## config.mk

```make
export PLATFORM = sky130hd
export DESIGN_NAME = ieee_adder_issue
export DESIGN_NICKNAME = d
export VERILOG_FILES = /design/src/rtl/ieee_adder_issue.sv
export SDC_FILE = /design/constraint.sdc
export NUM_CORES = 1
export LEC_CHECK = 0
export CAP_MARGIN = 20
export CELL_PAD_IN_SITES_DETAIL_PLACEMENT = 0
export CELL_PAD_IN_SITES_GLOBAL_PLACEMENT = 1
export CORE_ASPECT_RATIO = 1.25
export CORE_UTILIZATION = 44
export CTS_CLUSTER_DIAMETER = 60
export CTS_CLUSTER_SIZE = 12
export DETAILED_ROUTE_END_ITERATION = 16
export PLACE_DENSITY_LB_ADDON = 0.1
export RECOVER_POWER = 25
export SLEW_MARGIN = 5
export SYNTH_ARGS = -nofsm -noshare
export SYNTH_HDL_FRONTEND = slang
export SYNTH_SLANG_ARGS = --single-unit
```

## constraint.sdc

```tcl
create_clock -name clk -period 3.7 [get_ports clk]
set_input_delay 0.925 -clock clk [delete_from_list [all_inputs] [get_ports clk]]
set_output_delay 0.925 -clock clk [all_outputs]
set_load 0.02 [all_outputs]
```

## src/rtl/ieee_adder_issue.sv

```systemverilog
// Issue stage for an external combinational IEEE-754 single adder.
// Operand pairs queue in a small FIFO. The FIFO head drives the adder directly.
// The adder's sum is captured into a result register together with an 8-bit
// sequence tag. The block never looks at the operand bits themselves.

`ifndef WIDTH_NUMBER
`define WIDTH_NUMBER 32
`endif

module ieee_adder_issue #(
  parameter int DEPTH = 4
) (
  input  logic                     clk,
  input  logic                     reset,
  input  logic                     in_valid,
  output logic                     in_ready,
  input  logic                     in_sub,
  input  logic [`WIDTH_NUMBER-1:0] in_a,
  input  logic [`WIDTH_NUMBER-1:0] in_b,
  output logic                     adder_sub,
  output logic [`WIDTH_NUMBER-1:0] adder_a,
  output logic [`WIDTH_NUMBER-1:0] adder_b,
  input  logic [`WIDTH_NUMBER-1:0] adder_c,
  output logic                     res_valid,
  input  logic                     res_ready,
  output logic [`WIDTH_NUMBER-1:0] res_data,
  output logic [7:0]               res_tag,
  output logic [4:0]               occupancy
);

  localparam int W     = `WIDTH_NUMBER;
  localparam int PTR_W = (DEPTH > 1) ? $clog2(DEPTH) : 1;

  logic             mem_sub [DEPTH];
  logic [W-1:0]     mem_a   [DEPTH];
  logic [W-1:0]     mem_b   [DEPTH];

  logic [PTR_W-1:0] wr_ptr_reg;
  logic [PTR_W-1:0] rd_ptr_reg;
  logic [4:0]       occ_reg;
  logic [7:0]       tag_cnt_reg;
  logic             res_valid_reg;
  logic [W-1:0]     res_data_reg;
  logic [7:0]       res_tag_reg;

  logic             fifo_empty;
  logic             push;
  logic             pop;

  // A full FIFO refuses a push even when a pop happens on the same edge.
  // An empty FIFO cannot pop the entry that is being pushed on the same edge.
  assign fifo_empty = (occ_reg == 5'd0);
  assign in_ready   = (occ_reg != 5'(DEPTH));
  assign push       = in_valid && in_ready;
  assign pop        = !fifo_empty && (!res_valid_reg || res_ready);

  // The FIFO head drives the adder. The outputs are quiet zeros while the FIFO is empty.
  always_comb begin
    adder_sub = 1'b0;
    adder_a   = '0;
    adder_b   = '0;
    if (!fifo_empty) begin
      adder_sub = mem_sub[rd_ptr_reg];
      adder_a   = mem_a[rd_ptr_reg];
      adder_b   = mem_b[rd_ptr_reg];
    end
  end

  // Operand storage. The entries need no reset because occupancy gates every read.
  always_ff @(posedge clk) begin
    if (push) begin
      mem_sub[wr_ptr_reg] <= in_sub;
      mem_a[wr_ptr_reg]   <= in_a;
      mem_b[wr_ptr_reg]   <= in_b;
    end
  end

  // Pointer and occupancy bookkeeping. The pointers wrap explicitly at DEPTH-1.
  always_ff @(posedge clk) begin
    if (reset) begin
      wr_ptr_reg <= '0;
      rd_ptr_reg <= '0;
      occ_reg    <= '0;
    end else begin
      if (push)
        wr_ptr_reg <= (wr_ptr_reg == PTR_W'(DEPTH - 1)) ? '0 : wr_ptr_reg + 1'b1;
      if (pop)
        rd_ptr_reg <= (rd_ptr_reg == PTR_W'(DEPTH - 1)) ? '0 : rd_ptr_reg + 1'b1;
      occ_reg <= occ_reg + {4'd0, push} - {4'd0, pop};
    end
  end

  // Result register. It captures the adder output and a tag on each pop.
  // It holds while the consumer stalls and drains when the consumer takes it.
  always_ff @(posedge clk) begin
    if (reset) begin
      res_valid_reg <= 1'b0;
      res_data_reg  <= '0;
      res_tag_reg   <= '0;
      tag_cnt_reg   <= '0;
    end else if (pop) begin
      res_valid_reg <= 1'b1;
      res_data_reg  <= adder_c;
      res_tag_reg   <= tag_cnt_reg;
      tag_cnt_reg   <= tag_cnt_reg + 8'd1;
    end else if (res_valid_reg && res_ready) begin
      res_valid_reg <= 1'b0;
    end
  end

  assign res_valid = res_valid_reg;
  assign res_data  = res_data_reg;
  assign res_tag   = res_tag_reg;
  assign occupancy = occ_reg;

endmodule
```

==> flow_summary.toml, run 1 <==
[status]
status = "complete, no violations"

[worst_setup_path]
cp_data_required_time_ps = 2770
regToRegSetupSlack_ps = 600
r2r-start = "occupancy[3]"
critPathCaptureType = "output pin"
critPathKind = "flip-flop to output pin"
worstPathArrival_ps = 2530
reg2regPathDepth = 15
path_max_fanout = 36
start_kind = "flip-flop"
reg2reg_to = "occupancy[4]"

[yosys]
netlist_instances = 695
async_flop_share_pct = 0
ys_seq_area_share_pct = 73.9
synth_area_leaders = "edfxtp_1 (64%), mux4_2 (12%), dfxtp_1 (9.9%)"
syn-num-nets = 809
synth_common_cells = "edfxtp_1 (260), nand2_1 (88), nor2b_1 (71)"
ys_warn_count = 0
synth_seq_cells = 320
synth_area_um2 = 12200
synth_area_leader_cell = "edfxtp_1"
yosysMostFrequentCell = "edfxtp_1"
synth_edf_count = 260
ys_types = 33
avgSynthCellArea_um2 = 17.5
netlist.area_leader.share_pct = 64.1
ys.flop_type = "edfxtp_1"

[drt]
vias = 6644
wl_per_cell_um = 19.2
drt_iter0_markers = 290
vias_per_cell = 5.14
antenna_left = 0
totalWireLength_um = 24900
firstDrtPassIters = 4
drcViolationCount = 0

[floorplanning]
start_util_pct = 45.1
ios = 213
core_um2 = 27000
die_h_um = 188
row_count = 67
fp.dieW_um = 151
die-area_um2 = 28400

[clocking]
htree_levels = 1
cts_hold_buf = 0
path_clk_slew_ps = 60
clk_latency_ps = 540
cts_sinks = 320
cts_tree = "yes"
numCtsBuffers = 31
cts_root_buf = "clkbuf_16"
cts_max_path_buffers = 3

[min_path]
holdPathStages = 2
hp-class = "flip-flop to flip-flop"
min_from = "res_data[0]"
whs_endpoint = "res_data[0]"

[timing]
hold_ws_ps = 454
worst_pin_slew_ps = 1040
relSlewSlack_pct = 30.4
setup_viol = 0
clock.fmax_mhz = 290
min_period_ps = 3450
rsz0062_at_grt = "no"
tns_ps = 0
slew_viol_final = 0
worst_slack_ps = 249
finClkSkew_ps = 12.6
final_hold_viol_count = 0
finalCritPeriodShare_pct = 93.3

[place]
port_buffers = 212
hpwl_um = 15500
place_ws_ps = 80.2
gp_congestion = 0.758
dp_cells = 1232

[grt]
grt_pass1_wl_um = 38200
antenna_found_initial = 5
grt_start_max_net_pins = 66
grt_use_total_pct = 17.7
grt-ovfl-total = 0
grt_pass1_vias = 6995

[pwr]
power_density_nw_per_um2 = 788
p_leak_nw = 5.20
vdd.ir_drop.worst_uv = 556

[flow_run]
drv_cap = 0

[cells_and_area]
layout.nets = 1035
synthToLayoutAreaGrowth_pct = 28.8
finalNonFillerCells = 1293
layout-drive-gt1-share_pct = 13.8
## cells by family after synthesis
group	count (synthesis)	share of synthesized area, %
compound gates	48	2.01
xor+xnor	9	0.647
fa+ha+maj	13	1.40
buf+inv	48	1.96
flops	320	73.9
mux	66	12.1
simple gates	191	7.96
## metal layers
layer	track usage (%)	vias to the layer above	share of wire, %
met5	0	-	0.052
met4	3.38	2	1.1
met1	21.8	3360	40
met3	4.45	24	6.7
li1	-	3079	-
met2	31.4	179	52
## through the flow
stage / cell area [um^2] / utilization [%] / total power, mW
after global routing: 15700 / 58.1 / 13.0
final: 15700 / 58.1 / 12.4
after detailed placement: 14800 / 54.8 / 9.72
after CTS: 15700 / 58.1 / 12.6
after global placement: 14800 / 54.8 / 9.65
after floorplan: 12200 / - / 7.59
## worst max path at each step
stage / startpoint / end / slack (ps) / depth (start not counted)
global route: occupancy[3] / adder_a[2] / 110 / 6
detailed placement: res_ready / occupancy[4] / 80 / 13
finish: occupancy[2] / adder_sub / 250 / 6
floorplan: res_ready / occupancy[4] / 560 / 15
CTS: occupancy[3] / adder_sub / 200 / 6
global placement: res_ready / occupancy[4] / 180 / 13
## placed cells by master (no fill, tap or decap), types with 2 or more instances in the layout
cell,instances
buf_12,7
edfxtp_1,260
or3_1,2
clkbuf_16,31
dfxtp_1,58
mux4_2,65
clkdlybuf4s50_1,165
nor3b_1,2
nand3_1,3
dlygate4sd3_1,46
nor2b_1,71
inv_1,9
diode_2,4
buf_4,12
nor2_1,10
dfxtp_4,2
ha_1,12
and3_4,4
xnor2_1,8
nor3_1,2
a21oi_1,46
nor4_1,3
nand2_1,88
clkbuf_1,21
## power by group
group	switching, mW	internal (mW)	total [mW]	leakage, nW
logic	2.61	2.43	5.04	1.89
registers	0.175	4.34	4.52	2.88
clock network	1.22	1.59	2.81	0.429
total	4.00	8.36	12.4	5.20
## final cells by class
type	count	area, um^2
Inverter	10	40.0
Timing Repair Buffer	231	2350
Tap cell	345	432
Antenna cell	4	10.0
Clock buffer	54	876
Clock inverter	2	16.3
Fill cell	2097	11300
Sequential cell	320	9020
Multi-Input combinational cell	327	2960
## repair_timing
action                     CTS  global route
setup endpoints to repair    4             0
buffers inserted             1             0
resized for setup            0             0
## worst max-delay path, cell delays in order, from the launching register on
cell	delay, ps
dfxtp_1	360
inv_1	80
ha_1	200
nor4b_4	130
buf_4	290
nor2b_1	250
clkdlybuf4s50_1	650
(Power assumes the default switching activity.)
==> inputs of run 2 (changes only) <==
--- a/config.mk
+++ b/config.mk
@@ -15,7 +15,6 @@
 export DETAILED_ROUTE_END_ITERATION = 16
 export PLACE_DENSITY_LB_ADDON = 0.1
 export RECOVER_POWER = 25
-export SLEW_MARGIN = 5
 export SYNTH_ARGS = -nofsm -noshare
 export SYNTH_HDL_FRONTEND = slang
 export SYNTH_SLANG_ARGS = --single-unit
==> results of run 2 <==
No change in the layout: final DEF, timing and power equal those of run 1.
